$ cat src/rtl/uart_rx_controller.sv
// uart_rx_controller: receives UART bytes from the RX pin, queues them in a small byte
// FIFO, and writes them into the current fill buffer of the triple-buffered SRAM.
// A one-cycle swap pulse is issued after every BUF_LEN written bytes.
// The default frame is 8N1. Define UART_RX_PARITY_EN to select 8E1 frames and check
// even parity; a byte that fails the parity check is discarded.
module uart_rx_controller #(
  parameter int unsigned clk_per_bit = 87,
  parameter int unsigned BUF_LEN     = 1001,
  parameter int unsigned FIFO_DEPTH  = 4
) (
  input  logic        clk,
  input  logic        reset,
  input  logic        uart_rx_in,
  input  logic        flow_control,
  output logic [15:0] sram_data,
  output logic [15:0] sram_addr,
  output logic        sram_start,
  input  logic        sram_ready,
  output logic        sram_rw,
  output logic        swap,
  output logic        overrun,
  output logic        framing_err,
  output logic        parity_err
);

  localparam int unsigned CNT_W = $clog2(clk_per_bit);
  localparam int unsigned PTR_W = $clog2(FIFO_DEPTH);

  localparam logic [CNT_W-1:0] CNT_HALF  = CNT_W'(clk_per_bit / 2);
  localparam logic [CNT_W-1:0] CNT_LAST  = CNT_W'(clk_per_bit - 1);
  localparam logic [CNT_W-1:0] CNT_ONE   = CNT_W'(1);
  localparam logic [PTR_W:0]   PTR_ONE   = (PTR_W+1)'(1);
  localparam logic [PTR_W:0]   PTR_FULL  = (PTR_W+1)'(FIFO_DEPTH);
  localparam logic [15:0]      ADDR_LAST = 16'(BUF_LEN - 1);

  typedef enum logic [2:0] {
    R_IDLE,
    R_START,
    R_DATA,
`ifdef UART_RX_PARITY_EN
    R_PARITY,
`endif
    R_STOP
  } rx_state_t;

  typedef enum logic [1:0] {
    W_IDLE,
    W_START,
    W_WAIT,
    W_SWAP
  } wr_state_t;

  // Synchroniser
  logic r_sync1;
  logic r_sync2;
  logic w_rx;

  // Deserialiser
  rx_state_t        r_rx_state;
  logic [CNT_W-1:0] r_cnt;
  logic [2:0]       r_bit_idx;
  logic [7:0]       r_shift;
  logic             r_overrun;
  logic             r_framing_err;
`ifdef UART_RX_PARITY_EN
  logic             r_par_bad;
  logic             r_parity_err;
`endif

  // Byte FIFO; pointers carry one extra bit so full and empty are distinguishable
  logic [7:0]       r_fifo [FIFO_DEPTH];
  logic [PTR_W:0]   r_wr_ptr;
  logic [PTR_W:0]   r_rd_ptr;
  logic [PTR_W:0]   w_count;
  logic             w_full;
  logic             w_empty;

  // SRAM writer
  wr_state_t        r_wr_state;
  logic [15:0]      r_sram_data;
  logic [15:0]      r_sram_addr;
  logic             r_sram_start;
  logic             r_swap;

  logic             w_stop_sample;
  logic             w_frame_ok;
  logic             w_push;
  logic             w_launch;

  assign w_rx    = r_sync2;
  assign w_count = r_wr_ptr - r_rd_ptr;
  assign w_full  = (w_count == PTR_FULL);
  assign w_empty = (r_wr_ptr == r_rd_ptr);

  assign w_stop_sample = (r_rx_state == R_STOP) && (r_cnt == CNT_LAST);
`ifdef UART_RX_PARITY_EN
  assign w_frame_ok = w_rx && !r_par_bad;
`else
  assign w_frame_ok = w_rx;
`endif
  assign w_push   = w_stop_sample && w_frame_ok && !w_full;
  assign w_launch = (r_wr_state == W_IDLE) && !w_empty && sram_ready && !flow_control;

  // Two-flop synchroniser for the asynchronous RX pin; resets to the idle (high) level
  always_ff @(posedge clk or posedge reset) begin
    if (reset) begin
      r_sync1 <= 1'b1;
      r_sync2 <= 1'b1;
    end else begin
      r_sync1 <= uart_rx_in;
      r_sync2 <= r_sync1;
    end
  end

  // Deserialiser FSM: start-bit qualification at mid-bit, then one sample per bit period
  always_ff @(posedge clk or posedge reset) begin
    if (reset) begin
      r_rx_state    <= R_IDLE;
      r_cnt         <= '0;
      r_bit_idx     <= '0;
      r_shift       <= '0;
      r_wr_ptr      <= '0;
      r_overrun     <= 1'b0;
      r_framing_err <= 1'b0;
`ifdef UART_RX_PARITY_EN
      r_par_bad     <= 1'b0;
      r_parity_err  <= 1'b0;
`endif
    end else begin
      r_overrun     <= 1'b0;
      r_framing_err <= 1'b0;
`ifdef UART_RX_PARITY_EN
      r_parity_err  <= 1'b0;
`endif
      if (w_push) begin
        r_wr_ptr <= r_wr_ptr + PTR_ONE;
      end
      case (r_rx_state)
        R_IDLE: begin
          if (!w_rx) begin
            r_rx_state <= R_START;
            r_cnt      <= '0;
          end
        end
        R_START: begin
          if (r_cnt == CNT_HALF) begin
            r_cnt <= '0;
            if (!w_rx) begin
              r_rx_state <= R_DATA;
              r_bit_idx  <= '0;
            end else begin
              r_rx_state <= R_IDLE;
            end
          end else begin
            r_cnt <= r_cnt + CNT_ONE;
          end
        end
        R_DATA: begin
          if (r_cnt == CNT_LAST) begin
            r_cnt   <= '0;
            r_shift <= {w_rx, r_shift[7:1]};
            if (r_bit_idx == 3'd7) begin
`ifdef UART_RX_PARITY_EN
              r_rx_state <= R_PARITY;
`else
              r_rx_state <= R_STOP;
`endif
            end else begin
              r_bit_idx <= r_bit_idx + 3'd1;
            end
          end else begin
            r_cnt <= r_cnt + CNT_ONE;
          end
        end
`ifdef UART_RX_PARITY_EN
        R_PARITY: begin
          if (r_cnt == CNT_LAST) begin
            r_cnt      <= '0;
            r_par_bad  <= w_rx ^ (^r_shift);
            r_rx_state <= R_STOP;
          end else begin
            r_cnt <= r_cnt + CNT_ONE;
          end
        end
`endif
        R_STOP: begin
          if (r_cnt == CNT_LAST) begin
            r_cnt      <= '0;
            r_rx_state <= R_IDLE;
            if (!w_rx) begin
              r_framing_err <= 1'b1;
            end
`ifdef UART_RX_PARITY_EN
            if (r_par_bad) begin
              r_parity_err <= 1'b1;
            end
`endif
            if (w_frame_ok && w_full) begin
              r_overrun <= 1'b1;
            end
          end else begin
            r_cnt <= r_cnt + CNT_ONE;
          end
        end
        default: begin
          r_rx_state <= R_IDLE;
        end
      endcase
    end
  end

  // FIFO storage; contents need no reset because the pointers gate every read
  always_ff @(posedge clk) begin
    if (w_push) begin
      r_fifo[r_wr_ptr[PTR_W-1:0]] <= r_shift;
    end
  end

  // SRAM writer FSM: launch one write per byte, advance address on completion, wrap with swap
  always_ff @(posedge clk or posedge reset) begin
    if (reset) begin
      r_wr_state   <= W_IDLE;
      r_rd_ptr     <= '0;
      r_sram_data  <= '0;
      r_sram_addr  <= '0;
      r_sram_start <= 1'b0;
      r_swap       <= 1'b0;
    end else begin
      case (r_wr_state)
        W_IDLE: begin
          if (w_launch) begin
            r_sram_data  <= {8'h00, r_fifo[r_rd_ptr[PTR_W-1:0]]};
            r_sram_start <= 1'b1;
            r_rd_ptr     <= r_rd_ptr + PTR_ONE;
            r_wr_state   <= W_START;
          end
        end
        W_START: begin
          r_sram_start <= 1'b0;
          r_wr_state   <= W_WAIT;
        end
        W_WAIT: begin
          if (sram_ready) begin
            if (r_sram_addr == ADDR_LAST) begin
              r_sram_addr <= '0;
              r_swap      <= 1'b1;
              r_wr_state  <= W_SWAP;
            end else begin
              r_sram_addr <= r_sram_addr + 16'd1;
              r_wr_state  <= W_IDLE;
            end
          end
        end
        W_SWAP: begin
          r_swap     <= 1'b0;
          r_wr_state <= W_IDLE;
        end
        default: begin
          r_wr_state <= W_IDLE;
        end
      endcase
    end
  end

  assign sram_data   = r_sram_data;
  assign sram_addr   = r_sram_addr;
  assign sram_start  = r_sram_start;
  assign sram_rw     = 1'b0;
  assign swap        = r_swap;
  assign overrun     = r_overrun;
  assign framing_err = r_framing_err;
`ifdef UART_RX_PARITY_EN
  assign parity_err  = r_parity_err;
`else
  assign parity_err  = 1'b0;
`endif

endmodule

$ cat config.mk
export PLATFORM = sky130hd
export DESIGN_NAME = uart_rx_controller
export DESIGN_NICKNAME = d
export VERILOG_FILES = /design/src/rtl/uart_rx_controller.sv
export SDC_FILE = /design/constraint.sdc
export NUM_CORES = 1
export LEC_CHECK = 0
export CAP_MARGIN = 20
export CORE_UTILIZATION = 61
export CTS_BUF_LIST = sky130_fd_sc_hd__clkbuf_16
export CTS_CLUSTER_SIZE = 40
export DETAILED_ROUTE_END_ITERATION = 7
export PLACE_DENSITY = 0.9
export SLEW_MARGIN = 25
export SYNTH_ARGS = -nofsm -noshare
export SYNTH_HDL_FRONTEND = slang
export SYNTH_SLANG_ARGS = --single-unit
$ cat constraint.sdc
create_clock -name clk -period 3.3 [get_ports clk]
set_input_delay 0.33 -clock clk [delete_from_list [all_inputs] [get_ports clk]]
set_output_delay 0.33 -clock clk [all_outputs]
set_load 0.1 [all_outputs]
==> flow_summary.toml <==
[synthesis]
synthDistinctLibCells = 51
yosys.area.top_type = "dfrtp_1"
ys_seq_elements = 90
ys_warn_count = 0
yosysSeqAreaShare_pct = 59.4
yosysTopAreaCellShare_pct = 34.5
netlist_area_um2 = 4070
synth-edff-count = 32
synth_commonest_cells = "dfrtp_1 (56), edfxtp_1 (32), nand2_1 (21)"
synthFlopType = "dfrtp_1"
syn_area_per_cell_um2 = 13.5
synth_area_leaders = "dfrtp_1 (34%), edfxtp_1 (24%), mux2_2 (5.0%)"
async_reset_ff_share_pct = 64.4
synth.most_common_cell = "dfrtp_1"
synth_cells = 301

[sta]
worst_pin_slew_ns = 0.989
skew_ns = 0.00910
finalCriticalPeriod_ns = 2.37
fmax_ghz = 0.423
hold_viol = 0
slew_violations = 0
setup_viol = 0
hold_ws_ns = 0.336
fin_setup_tns_ns = 0
finalCritPeriodShare_pct = 71.7
rsz0062_at_grt = "false"
relSlewSlack_pct = 33.8

[setup_path]
rrSetupSlack_ns = 0.93
cp-start-kind = "flop"
r2r-start = "r_rd_ptr[1]"
required_ns = 3.33
critPathCaptureType = "flop"
cp-startpoint = "r_rd_ptr[1]"
critPathArrivalTime_ns = 2.39
worstSetupPathType = "reg2reg"
crit_fanout = 11

[route]
avgViaCountPerCell = 5.79
drc = 0
antenna_left = 0
first_iter_violations = 143
dr.pass1.iters = 4
drt-total-wl_mm = 7.26
dr_total_vias = 2437
wl_per_cell_um = 17.2

[final_layout]
syn_to_final_growth_pct = 16.2
utilization_pct = 74.0
multi_input_area_um2 = 1530
seqCellArea_um2 = 2410
design_area_um2 = 4730
nNetsFinal = 357
drive_above_1_share_pct = 18.3
antenna-diode-count = 0
fillerInstances = 388

[min_path]
hp-class = "in2async"

[die]
ios = 43
dieWidth_um = 83.6
core_um2 = 6390
die_h_um = 83.6
initial_core_util_pct = 63.7
rows = 29
dieArea_um2 = 7000

[clock_network]
clk_latency_ns = 0.34
clkSinkCount = 90
tritoncts = "built"
cts-buffers-inserted = 9
cts_setup_buffers = 0
cts_resized = 0
cts_buffer_depth = 2
htree_levels = 3
cts_root_buffer = "clkbuf_16"
path_clk_slew_ns = 0.06
hold_buffers = 0

[global_routing]
gr-total-overflow = 0
grt_antenna_before_repair = 0
grt_usage_pct = 23.2
grt_pass1_vias = 2518
grt_max_degree = 37
grt_first_pass_wirelength_mm = 12.4

[power_and_ir_drop]
total_power_mw = 2.37
p_leak_nw = 1.92
ir_worst_vdd_v = 0.000338
p_per_area_nw_per_um2 = 502

[run]
cap_viol_max_count = 0

[status]
status = "finished, final reports clean"

[place]
hpwlAfterDp_mm = 4.93
dpl_cell_area_um2 = 4430
portBuffers = 32
routabilityCongestion = 0.858
[path summary, 6_finish.rpt]
check	depth (start not counted)	end
max	6	r_fifo[1][5]
min	2	sram_addr[14]
max reg2reg	6	r_fifo[1][5]
min reg2reg	0	r_sync2
max in group asynchronous	3	r_sync2
min in group clk	0	r_sync2
[state kept, by name, indices dropped and copies added, names as in the netlist]
name	count
r_sync1	1
sram_addr	16
framing_err	1
r_bit_idx	3
sram_data	8
swap	1
r_rx_state	2
overrun	1
r_wr_ptr	3
r_sync2	1
r_cnt	7
r_wr_state	2
r_fifo	32
sram_start	1
r_rd_ptr	3
r_shift	8
[cell usage in the layout, fill, tap and decap left out, types with 2 or more instances in the layout]
| master | count |
|---|---|
| a21o_1 | 2 |
| a21oi_1 | 4 |
| a22o_1 | 2 |
| and2_2 | 5 |
| and3_1 | 3 |
| buf_4 | 3 |
| clkbuf_16 | 9 |
| clkdlybuf4s50_1 | 32 |
| clkinv_2 | 2 |
| conb_1 | 10 |
| dfrtp_1 | 56 |
| dfstp_2 | 2 |
| edfxtp_1 | 32 |
| ha_1 | 13 |
| inv_1 | 14 |
| inv_6 | 2 |
| mux2_2 | 18 |
| mux4_2 | 8 |
| nand2_1 | 21 |
| nand2b_1 | 2 |
| nand3_1 | 10 |
| nand4_1 | 3 |
| nand4b_1 | 3 |
| nor2_1 | 15 |
| nor2b_1 | 4 |
| nor3_1 | 7 |
| nor4_1 | 4 |
| nor4_4 | 2 |
| nor4b_1 | 2 |
| o21a_1 | 3 |
| o21ai_0 | 4 |
| o22ai_1 | 5 |
| xnor2_1 | 14 |
| xor2_1 | 6 |
[layout make-up]
| class | instances | share of cell area [%] |
|---|---|---|
| clock inverter | 7 | 1.48 |
| clock buffer | 9 | 4.76 |
| sequential | 90 | 51.1 |
| timing repair buffer | 35 | 7.25 |
| tap | 77 | 2.04 |
| inverter | 14 | 1.11 |
| multi-input combinational | 189 | 32.3 |
[through the flow]
stage               setup slack (ns)  std cells
global placement                1.04        405
detailed placement             0.957        405
CTS                            0.931        421
floorplan                      0.959        310
finish                         0.933        421
global route                   0.810        421
[metal layers]
layer	up-vias	wire [µm]	global-route usage (%)
met5	-	0	0
met4	0	161	10.9
met3	16	312	4.45
met2	66	3540	35.8
met1	1212	3240	32.2
li1	1143	-	-
[worst max-delay path: stages (launching register included)]
cell and delay [ns]:
dfrtp_1 0.61, inv_1 0.10, ha_1 0.19, nand2b_1 0.15
xnor2_1 0.19, a311oi_4 0.46, and2_2 0.35
[logic make-up (layout without fill, tap and decap cells)]
group / after synthesis / after routing / share of synthesized area [%]
AO/OA/AOI/OAI: 27 / 27 / 4.83
XOR/XNOR: 20 / 20 / 4.31
adder cells (fa/ha/maj): 13 / 13 / 4.00
buffers and inverters: 31 / 65 / 3.94
flip-flops: 90 / 90 / 59.4
multiplexers: 27 / 27 / 9.78
other: 1 / 10 / 0.0922
AND/OR/NAND/NOR: 92 / 92 / 13.7
[power by group]
group	internal (mW)	total [mW]	switching, mW
logic	0.0346	0.171	0.137
clock network	0.588	1.01	0.425
registers	1.17	1.19	0.0218
(Power assumes the default switching activity.)
